==> src/rtl/xy_output_port_arbiter.sv <==
// xy_output_port_arbiter: round-robin arbiter sharing one mesh-router output port among five requesters
// Ports: clk/rst (sync, active-high); req_valid/req_data/req_ready per-requester handshake;
//        out_valid/out_data/out_ready one-entry output stage; grant_idx last granted requester;
//        pkt_count completed output transfers (wrapping).
module xy_output_port_arbiter #(
  parameter int WIDTH   = 32,
  parameter int NUM_REQ = 5,
  parameter int CNT_W   = 16
) (
  input  logic                     clk,
  input  logic                     rst,
  input  logic [NUM_REQ-1:0]       req_valid,
  input  logic [NUM_REQ*WIDTH-1:0] req_data,
  output logic [NUM_REQ-1:0]       req_ready,
  output logic                     out_valid,
  output logic [WIDTH-1:0]         out_data,
  input  logic                     out_ready,
  output logic [2:0]               grant_idx,
  output logic [CNT_W-1:0]         pkt_count
);
  typedef enum logic {EMPTY, FULL} state_t;
  state_t state, state_nx;
  logic [2:0] ptr, g;
  logic hit, grant, drain;
  int j;
  // Search from the farthest offset back to ptr so the nearest valid requester wins.
  always_comb begin
    g = ptr;
    hit = 1'b0;
    j = 0;
    for (int k = NUM_REQ - 1; k >= 0; k--) begin
      j = (int'(ptr) + k) % NUM_REQ;
      if (req_valid[j]) begin
        g = 3'(j);
        hit = 1'b1;
      end
    end
  end
  assign drain = out_valid && out_ready;
  assign grant = hit && (!out_valid || out_ready) && !rst;
  assign req_ready = grant ? {{(NUM_REQ-1){1'b0}}, 1'b1} << g : '0;
  always_ff @(posedge clk)
    state <= rst ? EMPTY : state_nx;
  always_comb state_nx = grant ? FULL : drain ? EMPTY : state;
  always_comb out_valid = state == FULL;
  always_ff @(posedge clk) begin
    if (rst) begin
      out_data  <= '0;
      grant_idx <= '0;
      pkt_count <= '0;
      ptr       <= '0;
    end else begin
      pkt_count <= pkt_count + CNT_W'(drain);
      if (grant) begin
        out_data  <= req_data[g*WIDTH +: WIDTH];
        grant_idx <= g;
        ptr       <= (g == 3'(NUM_REQ - 1)) ? 3'd0 : g + 3'd1;
      end
    end
  end
endmodule

==> config.mk <==
export PLATFORM = sky130hd
export DESIGN_NAME = xy_output_port_arbiter
export DESIGN_NICKNAME = d
export VERILOG_FILES = /design/src/rtl/xy_output_port_arbiter.sv
export SDC_FILE = /design/constraint.sdc
export NUM_CORES = 1
export LEC_CHECK = 0
export BUFFER_PORTS_ARGS = -buffer_cell sky130_fd_sc_hd__buf_4
export CAP_MARGIN = 25
export CORE_MARGIN = 10
export CORE_UTILIZATION = 55
export DETAILED_ROUTE_END_ITERATION = 10
export MAX_ROUTING_LAYER = met4
export PLACE_DENSITY = 0.88
export SETUP_SLACK_MARGIN = 0.1
export SYNTH_ARGS = -nofsm -noshare
export SYNTH_HDL_FRONTEND = slang
export SYNTH_SLANG_ARGS = --single-unit
==> constraint.sdc <==
create_clock -name clk -period 10.5 [get_ports clk]
set_input_delay 2.1 -clock clk [delete_from_list [all_inputs] [get_ports clk]]
set_output_delay 2.1 -clock clk [all_outputs]
set_load 0.01 [all_outputs]
==> impl_metrics.yaml <==
status:
  outcome: "complete, no violations"
detailed_routing:
  drt-pass1-iter-count: 7
  drt_via_density: 6.37
  remaining_drc_errors: 0
  drt-initial-drc-count: 608
  routed-via-count: 6720
  wl_per_cell_um: 21.0
  postRouteAntennaNets: 0
  totalWireLength_mm: 22.2
floorplan:
  fp.dieW_um: 125
  core.rowCount: 38
  initial_core_util: 0.559
  top_level_ports: 225
  design.die.area_mm2: 0.0156
  fp.dieH_um: 125
  fp.coreArea_mm2: 0.0108
setup_path:
  crit_path_end_kind: "output pin"
  worst-r2r-setup-slack_ps: 3480
  critPathSlowestCell: "sky130_fd_sc_hd__ha_1"
  critical-path-top-delay-family: "compound AO/OA/AOI/OAI gates"
  cp.buffers_inverters: 2
  worst-endpoint-required_ps: 8400
  timing.critical_path.fanout_max: 35
  max_stage_delay_ps: 920
  timing.critical_path.from_type: "flop"
  critPathArrivalTime_ps: 6490
  worstSetupPathType: "flop to output pin"
  timing.critical_path.cells: "inv_1 > ha_1 > nand2b_1 > ha_1 > nor2b_1 > a31oi_1 > o221ai_1 > a211oi_1 > a211oi_1 > a31o_2 > or2_2 > nand3_4 > nor2_1 > buf_4"
clocking:
  cts_htree_levels: 2
  cts_max_path_buffers: 2
  cts.hold.buffers_added: 0
  clock-sinks: 55
  clk_transition_reported_paths_ps: 110
  cts-root-buf: "sky130_fd_sc_hd__clkbuf_8"
  cts_tree: "built"
  post_cts.resized_instances: 0
  tritoncts.num_buffers: 5
  clk_latency_ps: 320
  post-cts-setup-buffer-count: 0
yosys:
  netlist.area_leader.share: 0.182
  synth.largest_area_cell: "sky130_fd_sc_hd__dfxtp_1"
  synthesis.nets: 931
  post_synth_num_cell_types: 88
  syn_area_mm2: 0.00604
  ys_dominant_reg_cell: "sky130_fd_sc_hd__dfxtp_1"
  yosysSeqAreaShare: 0.182
  synthMostInstantiatedCell: "sky130_fd_sc_hd__inv_1"
  syn-mean-instance-area_um2: 8.12
  async_reset_ff_frac: 0
  synthesis.yosys.warnings: 0
  synth-seq-cells: 55
  synth_commonest_cells: "sky130_fd_sc_hd__inv_1 (93), sky130_fd_sc_hd__a211oi_1 (90), sky130_fd_sc_hd__dfxtp_1 (55), sky130_fd_sc_hd__mux2i_1 (53), sky130_fd_sc_hd__o2111ai_1 (36)"
  postSynthCellCount: 743
  top_cells_by_area_synth: "sky130_fd_sc_hd__dfxtp_1 (18%), sky130_fd_sc_hd__a211oi_1 (11%), sky130_fd_sc_hd__mux2i_1 (8.8%), sky130_fd_sc_hd__inv_1 (5.8%), sky130_fd_sc_hd__o2111ai_1 (5.2%)"
  synth_enable_flop_cells: 0
sta:
  holdWs_ps: 485
  fin_crit_ps: 8590
  period_share: 0.818
  max_clock_freq_ghz: 0.116
  max_slew.worst_pin.slew_ps: 881
  setup_total_negative_slack_ps: 0
  finalSetupViolations: 0
  finalMaxSlewViolations: 0
  final-hold-violation-count: 0
  setup_clock_skew_after_layout_ps: 14.3
  grt_setup_unrepaired: "false"
  slew-limit-headroom: 0.409
final_layout:
  finish.net_count: 1103
  syn_to_final_growth_pct: 28.3
  fin_cells: 1055
  num_antenna_cells: 0
  drive_gt1_frac: 0.334
  layout.filler_cells: 844
power:
  leakage_nw: 3.43
  report.power.total_mw: 2.43
  netSwitchingPower_mw: 1.39
  peakVddDrop_uv: 424
  internal-power_mw: 1.04
  power_density_mw_per_mm2: 314
  power.combinational.fraction: 0.827
  sw_frac_of_total: 0.571
  clkPwrFrac: 0.051
  seq_power_share: 0.122
grt:
  largest_net_degree_at_the_start_of_global_routing: 70
  gr-total-overflow: 0
  via_count_of_the_first_global_routing_pass: 6596
  globalRouteTotalUtil: 0.270
  grt_pass1_wl_mm: 34.8
  grt_antenna_before_repair: 0
placed_design:
  io_buffers: 224
  post-place-cells: 1047
  globalplace.congestion: 0.941
  dp_hpwl_mm: 16.6
run:
  drv.max_cap_violation_count: 0
min_path:
  holdCritPathClass: "flop to flop"
worst paths after layout:
kind	startpoint	end	depth (start not counted)
worst min register to register	grant_idx[1]	grant_idx[1]	1
worst max register to register	ptr[1]	out_data[9]	14
worst min-delay path	grant_idx[1]	grant_idx[1]	1
worst max-delay path	ptr[1]	req_ready[2]	14
power by group through the flow:
stage | sequential, mW | clock (mW) | combinational (mW)
final | 0.296 | 0.124 | 2.01
after global routing | 0.302 | 0.132 | 2.16
after CTS | 0.296 | 0.126 | 1.96
after detailed placement | 0.299 | 0 | 1.95
after global placement | 0.298 | 0 | 1.92
after floorplan | 0.306 | 0 | 1.49
cells in the final DEF (no fill, tap or decap), drive strengths merged, types with 19 or more instances in the layout:
| master | count |
|---|---|
| a211oi | 92 |
| a21oi | 19 |
| a31oi | 23 |
| buf | 238 |
| dfxtp | 55 |
| ha | 20 |
| inv | 98 |
| mux2i | 54 |
| nand3 | 20 |
| nor2 | 33 |
| o2111ai | 36 |
| o221ai | 19 |
cells by family (layout without fill, tap and decap cells):
logic type      count (synthesis)  after routing  share of synthesized area
flops                          55             55                      0.182
buf+inv                       171            343                      0.123
mux                            58             58                      0.101
simple gates                  146            146                      0.142
xor+xnor                       19             19                     0.0276
fa+ha+maj                      20             20                     0.0415
compound gates                274            274                      0.382
registers in the layout, summed over array words and instances (netlist names):
| signal | count |
|---|---|
| out_data | 32 |
| pkt_count | 16 |
| grant_idx | 3 |
| ptr | 3 |
| out_valid | 1 |
per-layer routing:
layer,part of all wire,vias up,track usage
met4,0.029,0,0.0877
met1,0.40,3131,0.317
met5,0,-,-
met2,0.49,371,0.444
li1,-,3174,-
met3,0.083,44,0.0626
per-stage QoR:
stage           util  setup slack (ps)  instance area (µm²)
6_report       0.717              1910                 7740
2_1_floorplan      -              4180                 6040
4_1_cts        0.716              1970                 7730
3_3_place_gp   0.708              2560                 7640
5_1_grt        0.717              1470                 7740
3_5_place_dp   0.708              2330                 7640
final cells by class:
type | count | area (µm²) | share of cell area
Inverter | 98 | 369 | 0.0477
Tap cell | 140 | 175 | 0.0226
Timing Repair Buffer | 238 | 1790 | 0.231
Clock buffer | 5 | 68.8 | 0.00889
Clock inverter | 2 | 17.5 | 0.00226
Sequential cell | 55 | 1100 | 0.142
Multi-Input combinational cell | 517 | 4220 | 0.545
Power figures use the tool's default switching activity.
